$ cat src/rtl/vga_timing_gen.sv
// rtl/vga_timing_gen.sv - VGA pixel-timing generator: sync, active qualifier and pixel coordinates
module vga_timing_gen #(
   parameter int   H_ACTIVE   = 640,
   parameter int   H_FP       = 16,
   parameter int   H_SYNC     = 96,
   parameter int   H_BP       = 48,
   parameter int   V_ACTIVE   = 480,
   parameter int   V_FP       = 10,
   parameter int   V_SYNC     = 2,
   parameter int   V_BP       = 33,
   parameter logic H_SYNC_POL = 1'b0,
   parameter logic V_SYNC_POL = 1'b0
) (
   input  logic        clk,
   input  logic        rst_n,
   input  logic        ce,
   output logic        hor_sync,
   output logic        ver_sync,
   output logic        valid,
   output logic [10:0] hor_pos,
   output logic [10:0] ver_pos,
   output logic        line_start,
   output logic        frame_start
);

   localparam int H_TOTAL = H_ACTIVE + H_FP + H_SYNC + H_BP;
   localparam int V_TOTAL = V_ACTIVE + V_FP + V_SYNC + V_BP;

   // Region boundaries; the *_STOP values are exclusive upper bounds.
   localparam logic [10:0] H_LAST     = 11'(H_TOTAL - 1);
   localparam logic [10:0] V_LAST     = 11'(V_TOTAL - 1);
   localparam logic [10:0] H_ACT_STOP = 11'(H_ACTIVE);
   localparam logic [10:0] V_ACT_STOP = 11'(V_ACTIVE);
   localparam logic [10:0] HS_START   = 11'(H_ACTIVE + H_FP);
   localparam logic [10:0] HS_STOP    = 11'(H_ACTIVE + H_FP + H_SYNC);
   localparam logic [10:0] VS_START   = 11'(V_ACTIVE + V_FP);
   localparam logic [10:0] VS_STOP    = 11'(V_ACTIVE + V_FP + V_SYNC);

   // Counters are 11 bits wide, so neither total may exceed 2047.
   generate
      if (H_TOTAL > 2047 || V_TOTAL > 2047) begin : g_total_too_large
         $error("vga_timing_gen: H_TOTAL or V_TOTAL exceeds 2047");
      end
   endgenerate

   logic [10:0] hor_pos_q, hor_pos_d;
   logic [10:0] ver_pos_q, ver_pos_d;
   logic        hor_sync_q, hor_sync_d;
   logic        ver_sync_q, ver_sync_d;
   logic        valid_q, valid_d;
   logic        line_start_q, line_start_d;
   logic        frame_start_q, frame_start_d;
   logic        h_act_d, v_act_d, h_sync_win_d, v_sync_win_d;

   // Next position, then every flag decoded from that next position so all
   // registered outputs describe the same pixel with no skew between them.
   always_comb begin
      hor_pos_d = hor_pos_q + 11'd1;
      ver_pos_d = ver_pos_q;
      if (hor_pos_q == H_LAST) begin
         hor_pos_d = 11'd0;
         ver_pos_d = (ver_pos_q == V_LAST) ? 11'd0 : ver_pos_q + 11'd1;
      end

      h_act_d       = (hor_pos_d < H_ACT_STOP);
      v_act_d       = (ver_pos_d < V_ACT_STOP);
      h_sync_win_d  = (hor_pos_d >= HS_START) && (hor_pos_d < HS_STOP);
      v_sync_win_d  = (ver_pos_d >= VS_START) && (ver_pos_d < VS_STOP);

      hor_sync_d    = h_sync_win_d ? H_SYNC_POL : ~H_SYNC_POL;
      ver_sync_d    = v_sync_win_d ? V_SYNC_POL : ~V_SYNC_POL;
      valid_d       = h_act_d & v_act_d;
      line_start_d  = (hor_pos_d == 11'd0);
      frame_start_d = (hor_pos_d == 11'd0) && (ver_pos_d == 11'd0);
   end

   // Output registers; reset parks on the last pixel of a frame so the first
   // enabled step lands on (0,0) without a dedicated start-up state.
   always_ff @(posedge clk or negedge rst_n) begin
      if (!rst_n) begin
         hor_pos_q     <= H_LAST;
         ver_pos_q     <= V_LAST;
         hor_sync_q    <= ~H_SYNC_POL;
         ver_sync_q    <= ~V_SYNC_POL;
         valid_q       <= 1'b0;
         line_start_q  <= 1'b0;
         frame_start_q <= 1'b0;
      end else if (ce) begin
         hor_pos_q     <= hor_pos_d;
         ver_pos_q     <= ver_pos_d;
         hor_sync_q    <= hor_sync_d;
         ver_sync_q    <= ver_sync_d;
         valid_q       <= valid_d;
         line_start_q  <= line_start_d;
         frame_start_q <= frame_start_d;
      end
   end

   assign hor_pos     = hor_pos_q;
   assign ver_pos     = ver_pos_q;
   assign hor_sync    = hor_sync_q;
   assign ver_sync    = ver_sync_q;
   assign valid       = valid_q;
   assign line_start  = line_start_q;
   assign frame_start = frame_start_q;

endmodule

$ cat config.mk
export PLATFORM = sky130hd
export DESIGN_NAME = vga_timing_gen
export DESIGN_NICKNAME = d
export VERILOG_FILES = /design/src/rtl/vga_timing_gen.sv
export SDC_FILE = /design/constraint.sdc
export NUM_CORES = 1
export LEC_CHECK = 0
export ABC_CLOCK_PERIOD_IN_PS = 6700
export CORE_MARGIN = 1.5
export CORE_UTILIZATION = 45
export CTS_CLUSTER_DIAMETER = 60
export CTS_CLUSTER_SIZE = 24
export DETAILED_ROUTE_END_ITERATION = 8
export PLACE_DENSITY_LB_ADDON = 0.2
export REMOVE_ABC_BUFFERS = 1
export SLEW_MARGIN = 0
export SYNTH_ARGS = -nofsm -noshare
export SYNTH_HDL_FRONTEND = slang
export SYNTH_SLANG_ARGS = --single-unit
$ cat constraint.sdc
create_clock -name clk -period 6.7 [get_ports clk]
set_clock_uncertainty 0.05 [all_clocks]
set_input_delay 0.67 -clock clk [delete_from_list [all_inputs] [get_ports clk]]
set_output_delay 0.67 -clock clk [all_outputs]
set_load 0.02 [all_outputs]
==> impl_metrics.env <==
export IMPL_synth_top_area_cell="dfrtp_1"
export IMPL_ys_ff_latch=27
export IMPL_grt_usage_pct=19.83
export IMPL_finalNetCount=233
export IMPL_overflow=0
export IMPL_worstSetupPathType="flip-flop to flip-flop"
export IMPL_insertion_delay_ps=280
export IMPL_leakagePower_nw=0.7982
export IMPL_ir_worst_vdd_v=0.0001335
export IMPL_ant_nets=0
export IMPL_die_area_sq_um=4422
export IMPL_cts_htree_levels=1
export IMPL_fp_dieW_um=66.50
export IMPL_wl_per_cell_um=14.74
export IMPL_cp_max_fo=15
export IMPL_grt_pass1_wl_um=6824
export IMPL_coreArea_sq_um=3771
export IMPL_synth_area_sq_um=1814
export IMPL_dieHeight_um=66.50
export IMPL_synth_edf_count=0
export IMPL_routed_wl_um=4023
export IMPL_num_vias=1574
export IMPL_final_period_utilization_pct=40.90
export IMPL_period_minus_slack_ps=2740
export IMPL_status="finished clean"
export IMPL_synthDistinctLibCells=49
export IMPL_clkTransAtPathRegs_ps=100
export IMPL_seq_area_frac_synth_pct=38.07
export IMPL_relSlewSlack_pct=72.43
export IMPL_total_power_uw=541.0
export IMPL_cts_sinks=27
export IMPL_drt_first_pass_iters=4
export IMPL_area_growth_pct=18.62
export IMPL_numPortBuffers=29
export IMPL_viasPerCell=5.766
export IMPL_grt_pass1_vias=1496
export IMPL_post_cts_buffers=0
export IMPL_yosysMostFrequentCell="nor2_1"
export IMPL_start_util_pct=48.11
export IMPL_slew_violations=0
export IMPL_numCtsBuffers=3
export IMPL_hpwl_um=2848
export IMPL_antenna_found_initial=0
export IMPL_antenna_cells=0
export IMPL_synth_common_cells="21 x nor2_1, 17 x nand2_1, 15 x dfrtp_1, 12 x dfstp_2, 12 x xnor2_1"
export IMPL_rows=22
export IMPL_syn_area_per_cell_sq_um=8.807
export IMPL_fmax_ghz=0.3649
export IMPL_gp_congestion=0.8430
export IMPL_hp_class="flip-flop to flip-flop"
export IMPL_async_reset_ff_share_pct=100.0
export IMPL_io_pin_count=30
export IMPL_finalHoldViolCount=0
export IMPL_arrival_ps=2840
export IMPL_synth_ff_type="dfrtp_1"
export IMPL_cts_resized=0
export IMPL_reg2regPathDepth=7
export IMPL_crit_path_end_kind="flip-flop"
export IMPL_cts_hold_buf=0
export IMPL_cts_tree="yes"
export IMPL_cts_root_buf="clkbuf_8"
export IMPL_drc=0
export IMPL_cap_violations=0
export IMPL_powerDensity_nw_per_um2=251.4
export IMPL_yosys_area_top_type_share_pct=20.69
export IMPL_netlist_instances=206
export IMPL_min_path_cells=2
export IMPL_fill_cells=340
export IMPL_rsz0062_at_grt="false"
export IMPL_grt_start_max_net_pins=29
export IMPL_setup_tns_ps=0
export IMPL_clock_path_buffers=2
export IMPL_layout_drive_gt1_share_pct=15.11
export IMPL_setup_violations=0
export IMPL_ys_warn_count=0
export IMPL_cp_required_ps=6800
export IMPL_postLayoutCoreUtil_pct=57.07
export IMPL_synth_area_top_cells="dfrtp_1 21%, dfstp_2 17%, xnor2_1 5.8%"
export IMPL_critPathLaunchType="flip-flop"
export IMPL_register_area_sq_um=690.7
export IMPL_initialDrtViolationCount=136
export IMPL_multi_input_area_sq_um=1013
export IMPL_worst_pin_slew_ps=408.4
critical path: stages (launching register included):
cell,delay (ps)
dfstp_2,600
ha_1,310
and4_1,350
nand3_2,280
nor3_1,320
xnor2_1,120
nor4_1,420
o32ai_1,150
worst paths after layout:
kind	startpoint	end	slack [ps]
max in group asynchronous	rst_n	ver_sync$_DFFE_PN1P_	5590
setup / recovery	hor_pos[0]$_DFFE_PN1P_	valid$_DFFE_PN0P_	3960
hold reg to reg	hor_sync$_DFFE_PN1P_	hor_sync$_DFFE_PN1P_	450
setup reg to reg	hor_pos[0]$_DFFE_PN1P_	valid$_DFFE_PN0P_	3960
min in group asynchronous	rst_n	ver_pos[1]$_DFFE_PN0P_	710
hold / removal	hor_sync$_DFFE_PN1P_	hor_sync$_DFFE_PN1P_	450
metrics by stage:
step	hold WS [ps]	instances	area [sq um]	setup slack, ps
final	446.3	273	2152	3960
after global placement	437.1	269	2103	4084
after global routing	470.9	273	2152	3721
after detailed placement	436.9	269	2103	4012
after floorplan	324.4	190	1738	4204
after CTS	451.5	273	2152	3988
metal layers:
metal  vias to the layer above  global-route usage (%)  wire length [um]
met2                        41                   34.25              2005
met4                         0                   4.847                13
met5                         -                       0                 0
met3                         2                   4.561               197
li1                        768                       -                 -
met1                       763                   25.00              1807
layout make-up:
| cell class | instances | share of cell area (%) |
|---|---|---|
| Clock inverter | 1 | 0.3488 |
| Timing Repair Buffer | 31 | 14.19 |
| Clock buffer | 3 | 1.919 |
| Multi-Input combinational cell | 154 | 47.09 |
| Tap cell | 48 | 2.791 |
| Sequential cell | 27 | 32.09 |
| Inverter | 9 | 1.570 |
power by group:
group | total (mW) | leakage, nW | internal, mW | switching [mW]
clock network | 0.0984 | 0.0217 | 0.0423 | 0.0561
logic | 0.196 | 0.452 | 0.0974 | 0.0985
registers | 0.247 | 0.325 | 0.201 | 0.0458
cells in the final DEF (no fill, tap or decap), drive strengths merged, types with 6 or more instances in the layout:
cell / n
a21oi: 8
xnor2: 12
xor2: 6
nand2: 17
inv: 9
nand4: 8
o21ai: 11
nand3: 10
clkdlybuf4s50: 29
dfstp: 12
dfrtp: 15
nor2: 22
nor3: 12
cells by family (layout without fill, tap and decap cells):
logic type	after synthesis	after routing	share of synthesized area, %
adders and majority gates	4	4	2.759
and+or+nand+nor	87	87	25.38
AOI/OAI and AO/OA	40	40	16.00
DFF	27	27	38.07
xor gates and xnor gates	18	18	8.690
buffers and inverters	25	44	6.069
muxes	5	5	3.034
sequential cells by signal, indices dropped and copies added, names as in the netlist:
name / count
ver_pos: 11
line_start: 1
ver_sync: 1
valid: 1
hor_pos: 11
frame_start: 1
hor_sync: 1
Power figures use the tool's default switching activity.
